## src/rtl/ddr3_tester_pkg.sv

```systemverilog
// ddr3_tester_pkg: shared types and helpers for the DDR3 pattern tester.
//   state_t      - tester FSM states
//   WORD_BYTES   - bytes per 128-bit user word (address step)
//   LANE_W       - width of one 32-bit pattern lane
//   pattern_lane - data pattern for one lane, used for both write and compare
package ddr3_tester_pkg;
  localparam int WORD_BYTES = 16;
  localparam int LANE_W     = 32;
  localparam int NUM_LANES  = 4;
  localparam int IDX_W      = 22;   // word index bits carried in the pattern
  localparam int ADDR_W     = 30;
  localparam int DATA_W     = NUM_LANES * LANE_W;

  typedef enum logic [2:0] {
    IDLE, WR_CMD, WR_DATA, WR_WAIT, RD_CMD, RD_DATA, RD_WAIT, PASS_END
  } state_t;

  // Lane i of word w in pass p = {p[7:0], w[21:0], i[1:0]}
  function automatic logic [LANE_W-1:0] pattern_lane(input logic [7:0]       pass_lo,
                                                     input logic [IDX_W-1:0] word_idx,
                                                     input logic [1:0]       lane);
    return {pass_lo, word_idx, lane};
  endfunction
endpackage

```

## src/rtl/ddr3_pattern_tester_if.sv

```systemverilog
// ddr3_pattern_tester_if: user write/read port of DDR3_User_Design.
//   master - the traffic generator (drives commands, write data, read pops)
//   slave  - the DDR3 user design (drives ready/done and read data)
interface ddr3_pattern_tester_if;
  import ddr3_tester_pkg::*;
  logic              u_wr_cmd_en;
  logic [ADDR_W-1:0] u_wr_addr;
  logic [6:0]        u_wr_len;
  logic              u_wr_en;
  logic [DATA_W-1:0] u_wr_data;
  logic              u_wr_rdy;
  logic              u_wr_cmd_done;
  logic              u_rd_cmd_en;
  logic [ADDR_W-1:0] u_rd_addr;
  logic [6:0]        u_rd_len;
  logic              u_rd_en;
  logic [DATA_W-1:0] u_rd_data;
  logic              u_rd_rdy;
  logic              u_rd_cmd_done;

  modport master (
    output u_wr_cmd_en, u_wr_addr, u_wr_len, u_wr_en, u_wr_data,
    output u_rd_cmd_en, u_rd_addr, u_rd_len, u_rd_en,
    input  u_wr_rdy, u_wr_cmd_done, u_rd_data, u_rd_rdy, u_rd_cmd_done
  );
  modport slave (
    input  u_wr_cmd_en, u_wr_addr, u_wr_len, u_wr_en, u_wr_data,
    input  u_rd_cmd_en, u_rd_addr, u_rd_len, u_rd_en,
    output u_wr_rdy, u_wr_cmd_done, u_rd_data, u_rd_rdy, u_rd_cmd_done
  );
endinterface

```

## src/rtl/ddr3_pattern_gen.sv

```systemverilog
// ddr3_pattern_gen: combinational 128-bit test pattern.
//   pass_lo  - low byte of the pass counter
//   word_idx - word offset from the region start
//   pattern  - four 32-bit lanes, lane 0 in bits 31:0
module ddr3_pattern_gen
  import ddr3_tester_pkg::*;
(
  input  logic [7:0]                         pass_lo,
  input  logic [IDX_W-1:0]                   word_idx,
  output logic [NUM_LANES-1:0][LANE_W-1:0]   pattern
);
  for (genvar i = 0; i < NUM_LANES; i++) begin : g_lane
    assign pattern[i] = pattern_lane(pass_lo, word_idx, 2'(i));
  end
endmodule

```

## src/rtl/ddr3_pattern_tester.sv

```systemverilog
// ddr3_pattern_tester: writes a deterministic pattern over a DDR3 region,
// reads it back and compares every word, pass after pass while start=1.
//   clk, rst_n     - user clock, async active-low reset
//   start          - run enable, sampled in IDLE and at the end of a pass
//   u              - user write/read port toward DDR3_User_Design
//   busy           - FSM not idle
//   pass_done      - one-cycle pulse per completed pass
//   pass_cnt       - completed passes (wraps)
//   err_cnt        - mismatching words (saturates)
//   error          - sticky mismatch flag
//   first_err_addr - byte address of the first mismatch
module ddr3_pattern_tester
  import ddr3_tester_pkg::*;
#(
  parameter int                BURST_LEN  = 32,
  parameter int                NUM_BURSTS = 64,
  parameter logic [ADDR_W-1:0] START_ADDR = 30'h0
)(
  input  logic                 clk,
  input  logic                 rst_n,
  input  logic                 start,
  ddr3_pattern_tester_if.master u,
  output logic                 busy,
  output logic                 pass_done,
  output logic [15:0]          pass_cnt,
  output logic [15:0]          err_cnt,
  output logic                 error,
  output logic [ADDR_W-1:0]    first_err_addr
);
  localparam int BW   = (NUM_BURSTS > 1) ? $clog2(NUM_BURSTS) : 1;
  localparam int IW   = ADDR_W - $clog2(WORD_BYTES);   // word index spanning the byte address
  localparam logic [6:0]    LAST_BEAT  = 7'(BURST_LEN - 1);
  localparam logic [BW-1:0] LAST_BURST = BW'(NUM_BURSTS - 1);

  state_t state, state_nxt;
  logic [BW-1:0]     burst;
  logic [6:0]        beat;
  logic [IW-1:0]     wr_idx, rd_idx;
  logic              done_seen;    // done pulse that arrived during the DATA state
  logic              wr_acc, rd_acc, wr_last, rd_last, burst_last, wr_done_any, rd_done_any;
  logic [DATA_W-1:0] wr_pat, cmp_pat;

  ddr3_pattern_gen u_wr_gen  (.pass_lo(pass_cnt[7:0]), .word_idx(wr_idx[IDX_W-1:0]), .pattern(wr_pat));
  ddr3_pattern_gen u_cmp_gen (.pass_lo(pass_cnt[7:0]), .word_idx(rd_idx[IDX_W-1:0]), .pattern(cmp_pat));

  assign wr_acc      = u.u_wr_en && u.u_wr_rdy;
  assign rd_acc      = u.u_rd_en;
  assign wr_last     = wr_acc && (beat == LAST_BEAT);
  assign rd_last     = rd_acc && (beat == LAST_BEAT);
  assign burst_last  = (burst == LAST_BURST);
  assign wr_done_any = u.u_wr_cmd_done || done_seen;
  assign rd_done_any = u.u_rd_cmd_done || done_seen;

  always_ff @(posedge clk or negedge rst_n) begin
    if (!rst_n) state <= IDLE;
    else        state <= state_nxt;
  end

  always_comb begin
    state_nxt = state;
    case (state)
      IDLE:     if (start) state_nxt = WR_CMD;
      WR_CMD:   state_nxt = WR_DATA;
      WR_DATA:  if (wr_last) state_nxt = WR_WAIT;
      WR_WAIT:  if (wr_done_any) state_nxt = burst_last ? RD_CMD : WR_CMD;
      RD_CMD:   state_nxt = RD_DATA;
      RD_DATA:  if (rd_last) state_nxt = RD_WAIT;
      RD_WAIT:  if (rd_done_any) state_nxt = burst_last ? PASS_END : RD_CMD;
      PASS_END: state_nxt = start ? WR_CMD : IDLE;
      default:  state_nxt = IDLE;
    endcase
  end

  // Write data is gated so the bus reads zero outside a write burst; within
  // the burst it only moves when a word is accepted, so stalls hold it.
  always_comb begin
    u.u_wr_en   = (state == WR_DATA);
    u.u_rd_en   = (state == RD_DATA) && u.u_rd_rdy;
    u.u_wr_data = (state == WR_DATA) ? wr_pat : '0;
    busy        = (state != IDLE);
    pass_done   = (state == PASS_END);
  end

  always_ff @(posedge clk or negedge rst_n) begin
    if (!rst_n) begin
      u.u_wr_cmd_en  <= 1'b0;
      u.u_wr_addr    <= '0;
      u.u_wr_len     <= '0;
      u.u_rd_cmd_en  <= 1'b0;
      u.u_rd_addr    <= '0;
      u.u_rd_len     <= '0;
      burst          <= '0;
      beat           <= '0;
      wr_idx         <= '0;
      rd_idx         <= '0;
      done_seen      <= 1'b0;
      pass_cnt       <= '0;
      err_cnt        <= '0;
      error          <= 1'b0;
      first_err_addr <= '0;
    end else begin
      // Command strobes are registered: they rise the cycle after the CMD state.
      u.u_wr_cmd_en <= (state == WR_CMD);
      u.u_rd_cmd_en <= (state == RD_CMD);
      case (state)
        IDLE, PASS_END: begin
          burst     <= '0;
          beat      <= '0;
          wr_idx    <= '0;
          rd_idx    <= '0;
          done_seen <= 1'b0;
          if (state == PASS_END) pass_cnt <= pass_cnt + 16'd1;
        end
        WR_CMD: begin
          u.u_wr_addr <= START_ADDR + ADDR_W'(wr_idx) * ADDR_W'(WORD_BYTES);
          u.u_wr_len  <= 7'(BURST_LEN);
        end
        WR_DATA: begin
          if (u.u_wr_cmd_done) done_seen <= 1'b1;
          if (wr_acc) begin
            wr_idx <= wr_idx + 1'b1;
            beat   <= wr_last ? '0 : beat + 7'd1;
          end
        end
        RD_CMD: begin
          u.u_rd_addr <= START_ADDR + ADDR_W'(rd_idx) * ADDR_W'(WORD_BYTES);
          u.u_rd_len  <= 7'(BURST_LEN);
        end
        RD_DATA: begin
          if (u.u_rd_cmd_done) done_seen <= 1'b1;
          if (rd_acc) begin
            rd_idx <= rd_idx + 1'b1;
            beat   <= rd_last ? '0 : beat + 7'd1;
          end
        end
        WR_WAIT, RD_WAIT: begin
          if ((state == WR_WAIT) ? wr_done_any : rd_done_any) begin
            done_seen <= 1'b0;
            burst     <= burst_last ? '0 : burst + 1'b1;
          end
        end
        default: ;
      endcase
      if (rd_acc && (u.u_rd_data != cmp_pat)) begin
        if (err_cnt != 16'hFFFF) err_cnt <= err_cnt + 16'd1;
        if (!error) begin
          error          <= 1'b1;
          first_err_addr <= START_ADDR + ADDR_W'(rd_idx) * ADDR_W'(WORD_BYTES);
        end
      end
    end
  end
endmodule

```

## src/flat_wrapper.sv

```systemverilog
// flat-port wrapper written by rule: the top's interface ports become plain ports
module ddr3_pattern_tester_flat import ddr3_tester_pkg::*;
#(
  parameter int                BURST_LEN  = 32,
  parameter int                NUM_BURSTS = 64,
  parameter logic [ADDR_W-1:0] START_ADDR = 30'h0
)
  (clk, rst_n, start, busy, pass_done, pass_cnt, err_cnt, error, first_err_addr, u_u_wr_cmd_en, u_u_wr_addr, u_u_wr_len, u_u_wr_en, u_u_wr_data, u_u_rd_cmd_en, u_u_rd_addr, u_u_rd_len, u_u_rd_en, u_u_wr_rdy, u_u_wr_cmd_done, u_u_rd_data, u_u_rd_rdy, u_u_rd_cmd_done);
  ddr3_pattern_tester_if u_i ();
  input  logic clk;
  input  logic rst_n;
  input  logic start;
  output logic busy;
  output logic pass_done;
  output logic [15:0] pass_cnt;
  output logic [15:0] err_cnt;
  output logic error;
  output logic [ADDR_W-1:0] first_err_addr;
  output wire logic [$bits(u_i.u_wr_cmd_en)-1:0] u_u_wr_cmd_en;
  output wire logic [$bits(u_i.u_wr_addr)-1:0] u_u_wr_addr;
  output wire logic [$bits(u_i.u_wr_len)-1:0] u_u_wr_len;
  output wire logic [$bits(u_i.u_wr_en)-1:0] u_u_wr_en;
  output wire logic [$bits(u_i.u_wr_data)-1:0] u_u_wr_data;
  output wire logic [$bits(u_i.u_rd_cmd_en)-1:0] u_u_rd_cmd_en;
  output wire logic [$bits(u_i.u_rd_addr)-1:0] u_u_rd_addr;
  output wire logic [$bits(u_i.u_rd_len)-1:0] u_u_rd_len;
  output wire logic [$bits(u_i.u_rd_en)-1:0] u_u_rd_en;
  input wire logic [$bits(u_i.u_wr_rdy)-1:0] u_u_wr_rdy;
  input wire logic [$bits(u_i.u_wr_cmd_done)-1:0] u_u_wr_cmd_done;
  input wire logic [$bits(u_i.u_rd_data)-1:0] u_u_rd_data;
  input wire logic [$bits(u_i.u_rd_rdy)-1:0] u_u_rd_rdy;
  input wire logic [$bits(u_i.u_rd_cmd_done)-1:0] u_u_rd_cmd_done;
  assign u_u_wr_cmd_en = u_i.u_wr_cmd_en;
  assign u_u_wr_addr = u_i.u_wr_addr;
  assign u_u_wr_len = u_i.u_wr_len;
  assign u_u_wr_en = u_i.u_wr_en;
  assign u_u_wr_data = u_i.u_wr_data;
  assign u_u_rd_cmd_en = u_i.u_rd_cmd_en;
  assign u_u_rd_addr = u_i.u_rd_addr;
  assign u_u_rd_len = u_i.u_rd_len;
  assign u_u_rd_en = u_i.u_rd_en;
  assign u_i.u_wr_rdy = u_u_wr_rdy;
  assign u_i.u_wr_cmd_done = u_u_wr_cmd_done;
  assign u_i.u_rd_data = u_u_rd_data;
  assign u_i.u_rd_rdy = u_u_rd_rdy;
  assign u_i.u_rd_cmd_done = u_u_rd_cmd_done;
  ddr3_pattern_tester #(.BURST_LEN(BURST_LEN), .NUM_BURSTS(NUM_BURSTS), .START_ADDR(START_ADDR)) u_core (.clk(clk), .rst_n(rst_n), .start(start), .u(u_i), .busy(busy), .pass_done(pass_done), .pass_cnt(pass_cnt), .err_cnt(err_cnt), .error(error), .first_err_addr(first_err_addr));
endmodule
```

## config.mk

```make
export PLATFORM = sky130hd
export DESIGN_NAME = ddr3_pattern_tester_flat
export DESIGN_NICKNAME = d
export VERILOG_FILES = /design/src/rtl/ddr3_tester_pkg.sv /design/src/rtl/ddr3_pattern_tester_if.sv /design/src/rtl/ddr3_pattern_gen.sv /design/src/rtl/ddr3_pattern_tester.sv /design/src/flat_wrapper.sv
export SDC_FILE = /design/constraint.sdc
export NUM_CORES = 1
export LEC_CHECK = 0
export ABC_AREA = 1
export BUFFER_PORTS_ARGS = -buffer_cell sky130_fd_sc_hd__buf_4
export CAP_MARGIN = 10
export CORE_AREA = 2 2 159 161
export DETAILED_ROUTE_END_ITERATION = 12
export DIE_AREA = 0 0 161 163
export GPL_TIMING_DRIVEN = 0
export MAX_ROUTING_LAYER = met4
export PLACE_DENSITY_LB_ADDON = 0.05
export SETUP_SLACK_MARGIN = 0.5
export SYNTH_ARGS = -nofsm -noshare
export SYNTH_HDL_FRONTEND = slang
export SYNTH_SLANG_ARGS = --single-unit
```

## constraint.sdc

```tcl
create_clock -name clk -period 2.08 [get_ports clk]
set_input_delay 0.416 -clock clk [delete_from_list [all_inputs] [get_ports clk]]
set_output_delay 0.416 -clock clk [all_outputs]
set_load 0.02 [all_outputs]
```

# Word-level counts from Yosys, hierarchy flattened

Cells that the tools add are included.

Flip-flop bits (word level): 184
Word-level logic and storage cells: 96

Add/subtract/negate cells: 6
Eq/ne operators: 21
Multiplexer cells: 27
Bitwise logic cells: 1
Reduce and logical (&&, ||, !) cells: 25

Operator list:

| kind                  | number |
|---|---|
| $mux 128              | 1 |
| $ne 128x128->1        | 1 |
| $pmux 26 s2           | 2 |
| $add 26x1->26 const B | 2 |
| $mux 26               | 2 |
| $add 16x1->16 const B | 2 |
| $mux 7                | 4 |
| $pmux 3 s8            | 1 |
| $pmux 7 s3            | 1 |
| $mux 3                | 6 |
| $ne 16x16->1 const B  | 1 |
| $eq 3x3->1 const B    | 4 |
| $mux 6                | 2 |
| $pmux 6 s2            | 1 |
| $reduce_and 2->1      | 6 |
| $ne 2x1->1 const B    | 5 |
| $ne 2x2->1 const B    | 5 |
| $add 7x1->7 const B   | 1 |
| $eq 7x5->1 const B    | 1 |
| $add 6x1->6 const B   | 1 |
| $eq 3x2->1 const B    | 2 |
| $eq 6x6->1 const B    | 1 |
| $reduce_bool 2->1     | 3 |
| $reduce_bool 3->1     | 2 |
| 13 further kinds      | 23 |

# Depth between registers and ports, before layout

Depth in word-level cells: 6
Mapped depth: 15
Mapped depth without buffers: 13

# By module

Synthesis repeated with hierarchy kept, for this count alone.

Cell total of the unflattened synthesis: 1859
Area total of the unflattened synthesis: 13425.4 um^2

By module, submodules not included:

| module              | instances | cells each | area each (um^2) | seq. area each (um^2) |
|---|---|---|---|---|
| ddr3_pattern_tester | 1         | 1599       | 11488.5          | 4604.4 |
| ddr3_pattern_gen    | 2         | 130        | 968.4            | 0.0 |

# Least setup slack after synthesis

No wires, ideal clock.

Kind: reg-to-reg
Start: reg u_core.err_cnt[0]
End: reg u_core.err_cnt[11]
Library setup time: 0.067 ns
Arrival: 1.962 ns
Setup slack: 0.051 ns
Cell stages (with the launch flop): 13
Path through: dfrtp_1 ha_1 nand2_1 nor2_2 nand3_2 nor2_2 nand3_1 or2_0 buf_2 nand3_2 buf_6 nand2_1 nand2_1

Longest elaborated chain between the ends: 2
Elaborated cells between the ends (all ways): 3

RTL lines:

| what                                                  | line                       | RTL |
|---|---|---|
| start, declared                                       | ddr3_pattern_tester.sv:26  | `output logic [15:0] err_cnt,` |
| start signal, assigned                                | ddr3_pattern_tester.sv:145 | `if (err_cnt != 16'hFFFF) err_cnt <= err_cnt + 16'd1;` |
| branches (longest 2 deep; another with $add 16x1->16) | --                         |  |

Parallel ways; which one is timed is not known.
A chain may end at the register's enable or synchronous reset.

# Worst setup path in the final report

Start: reg u_core.state[0]
End: out u_u_wr_data[104]

Longest elaborated chain between the ends: 2

RTL lines:

| what                   | line                      | RTL |
|---|---|---|
| start, declared        | ddr3_pattern_tester.sv:35 | `state_t state, state_nxt;` |
| start signal, assigned | ddr3_pattern_tester.sv:56 | `else state <= state_nxt;` |
| $eq 3x2->1             | ddr3_pattern_tester.sv:79 | `u.u_wr_data = (state == WR_DATA) ? wr_pat : '0;` |
| $mux 128               | ddr3_pattern_tester.sv:79 |  |
| end, declared          | flat_wrapper.sv:23        | `output wire logic [$bits(u_i.u_wr_data)-1:0] u_u_wr_data;` |

Every way passes these cells.

==> impl_results.md <==
- Run status: complete, but fails checks
- Failing checks: negative hold slack, negative setup slack
- Avg Cell Area, Syn: 7.65 sq um
- I/O pins: 406
- Pre-CTS WS: -0.373 ns
- P per Cell Area: 661 mW/mm^2
- Initial Util: 46.9%
- Post-layout min period: 2.30 ns
- Commonest non-fill, non-tap cells in the layout: buf_4 (398), nand2_1 (316), buf_6 (244), dfrtp_1 (179), inv_1 (109)
- Worst-path fanout max: 6
- Syn-to-layout area delta: 66.4%
- Gp weighted congestion: 0.931
- Min Hold Slack: -0.00586 ns
- Total gr overflow: 0
- Total power: 12.7 mW
- Port Buf Inserts: 377
- Max Clock Skew: 0.0116 ns
- Arrival time of the worst setup path: 1.88 ns
- DR WL/cell: 17.9 microns
- Synth warn: 0
- CTS root buf: clkbuf_16
- Slowest CP cell: dfrtp_2
- Wire length of the first global-routing pass: 62.2 mm
- Die area: 0.0262 sq mm
- Initial antenna violation count: 0
- Clk buf depth: 2
- Startpoint Class: flip-flop
- PnR worst setup slack: -0.220 ns
- FMAX: 0.435 GHz
- Post-synthesis sequential area ratio: 39.8%
- Worst-Skew Late Latency: 0.44 ns
- Die height: 163 microns
- Netlist cell types: 46
- Largest net degree at the start of global routing: 107
- Cts hold-fix bufs: 0
- IR drop worst, VDD: 0.518 mV
- N_diodes: 0
- Relative slew slack: 39.9%
- Vias: 12.4k
- Bufs and invs on worst path: 4
- Tot GR Track Use: 31.5%
- Worst-path cell chain: nor2_4, nand2_8, buf_12, clkbuf_16, nor2_4, buf_4, buf_4
- # DRC: 0
- Clock sink count: 184
- Worst min path class: in -> async
- Via/cell ratio: 5.17
- Pleak: 9.40 nW
- Crit end category: output port
- Max cap viols: 0
- WL final: 43.0 mm
- Commonest non-fill, non-tap cell in the layout: buf_4
- Post-Syn Area: 0.0116 sq mm
- Final-stage net count: 2197
- Initial DRC count: 916
- Core area: 0.0247 sq mm
- CP Data Required Time: 1.66 ns
- Drt pass-1 iters: 5
- Crit Path Category: reg -> out
- CTS tree: built
- Synth area leader: dfrtp_1
- Final Slew Violations: 0
- Crit path max-delay family: buffers and inverters
- H-tree Lvls: 4
- Cell count after synthesis: 1512
- Final Cycle Share: 111%
- RSZ-0062 raised after global routing: yes
- Row cnt: 58
- Share of layout cells above drive strength 1: 48.3%
- Post-DRT Antenna Nets: 0
- Setup TNS: -17.92 ns
- Worst-path clk slew: 0.07 ns
- DPL Wire Length: 29.4 mm
- Tightest Pin Transition: 0.902 ns
- Total CTS buffers: 17
- Flops & latches, synth: 184
- Dominant cells by area after synthesis: dfrtp_1 (40%), nand2_1 (12%), buf_4 (8.6%)
- Share of the synthesized area in the top cell type: 39.8%
- Hold Fails Final Rpt: 2
- Die width: 161 microns
- Vias in the first global route: 11.4k
- Setup-failing EPs final: 173
- CP peak stage delay: 0.45 ns
-- final cells by class --
class / count / area (sq um)
multi-input cells: 1023 / 6560
repair buffers: 497 / 4520
well taps: 330 / 413
plain buffers: 194 / 1960
clock inverters: 9 / 93.8
flip-flops and latches: 184 / 4610
fillers: 1706 / 5440
inverters: 139 / 598
clock buffers: 21 / 470
-- timing repair --
| action | 4_1_cts | 5_1_grt |
|---|---|---|
| pin swaps | 84 | 75 |
| buffers inserted | 63 | 43 |
| cloned | 10 | 4 |
| gates resized for setup | 236 | 239 |
| setup endpoints to repair | 289 | 310 |
-- registers in the layout (all words and copies together) (netlist names) --
signal and count:
u_core.pass_cnt 16, u_core.rd_idx 26, u_core.first_err_addr 26, u_core.wr_idx 26, u_core.u.u_wr_len 1, u_core.u.u_rd_len 1, u_core.beat 7, u_core.u.u_wr_cmd_en 1
u_core.state 3, u_core.burst 6, u_core.u.u_wr_addr 26, u_core.err_cnt 16, u_core.error 1, u_core.u.u_rd_cmd_en 1, u_core.done_seen 1, u_core.u.u_rd_addr 26
-- cells by family (layout without fill, tap and decap cells) --
logic type / after synthesis / in the layout / share of synthesized area, %
simple gates: 709 / 710 / 27.0
buf+inv: 333 / 860 / 15.6
flops: 184 / 184 / 39.8
compound gates: 144 / 144 / 6.67
xor+xnor: 135 / 135 / 10.2
fa+ha+maj: 6 / 6 / 0.649
other cells: 1 / 28 / 0.0324
-- metal layers --
metal	wire, microns	vias up	GRT usage [%]
met3	2810	120	4.48
met4	1580	0	9.38
met5	0	-	-
met1	17000	5941	39.1
met2	21600	576	53.6
li1	-	5759	-
-- power by group --
group / leakage (nW) / internal, mW / switching, mW / total (mW)
Clock: 0.272 / 1.75 / 1.48 / 3.22
Sequential: 2.53 / 3.71 / 0.118 / 3.83
Combinational: 6.60 / 2.66 / 3.01 / 5.67
Total: 9.40 / 8.11 / 4.61 / 12.7
-- path summary, 6_finish.rpt --
path	startpoint	slack, ns	to	cells after the start
setup / recovery	u_core.state[0]$_DFFE_PN0P_	-0.22	u_u_wr_data[104]	7
hold / removal	rst_n	-0.006	u_core.pass_cnt[3]$_DFFE_PN0P_	1
setup reg to reg	u_core.state[0]$_DFFE_PN0P_	-0.20	u_core.rd_idx[19]$_DFFE_PN0P_	15
hold reg to reg	u_core.first_err_addr[25]$_DFFE_PN0P_	0.48	u_core.first_err_addr[25]$_DFFE_PN0P_	2
max in group asynchronous	rst_n	1.15	u_core.first_err_addr[23]$_DFFE_PN0P_	2
min in group clk	u_u_wr_rdy	0.29	u_core.wr_idx[1]$_DFFE_PN0P_	3
-- stage by stage --
| step | instances | hold WS (ns) | area (sq um) | utilization, % |
|---|---|---|---|---|
| floorplan | 1539 | 0.120 | 12700 | - |
| global placement | 2246 | 0.453 | 15900 | 64.5 |
| detailed placement | 2247 | 0.460 | 15900 | 64.6 |
| CTS | 2350 | 0.0825 | 18000 | 73.1 |
| global route | 2397 | 0.0559 | 19200 | 78.0 |
| finish | 2397 | -0.00586 | 19200 | 78.0 |
-- Yosys cell counts (all sizes together) --
master	number
nor3b	1
o221ai	2
nand4	65
a211oi	4
o21ai	84
dfrtp	184
o211ai	1
a21o	1
a31oi	2
o21a	3
ha	6
buf	174
nor3	38
nor2	150
and3	2
nand2	395
a22oi	3
a21oi	41
o31ai	1
xnor2	107
nand3b	1
nand3	47
inv	139
nor4	6
xor2	28
a221oi	2
clkbuf	20
conb	1
or2	4
(Power assumes the default switching activity.)
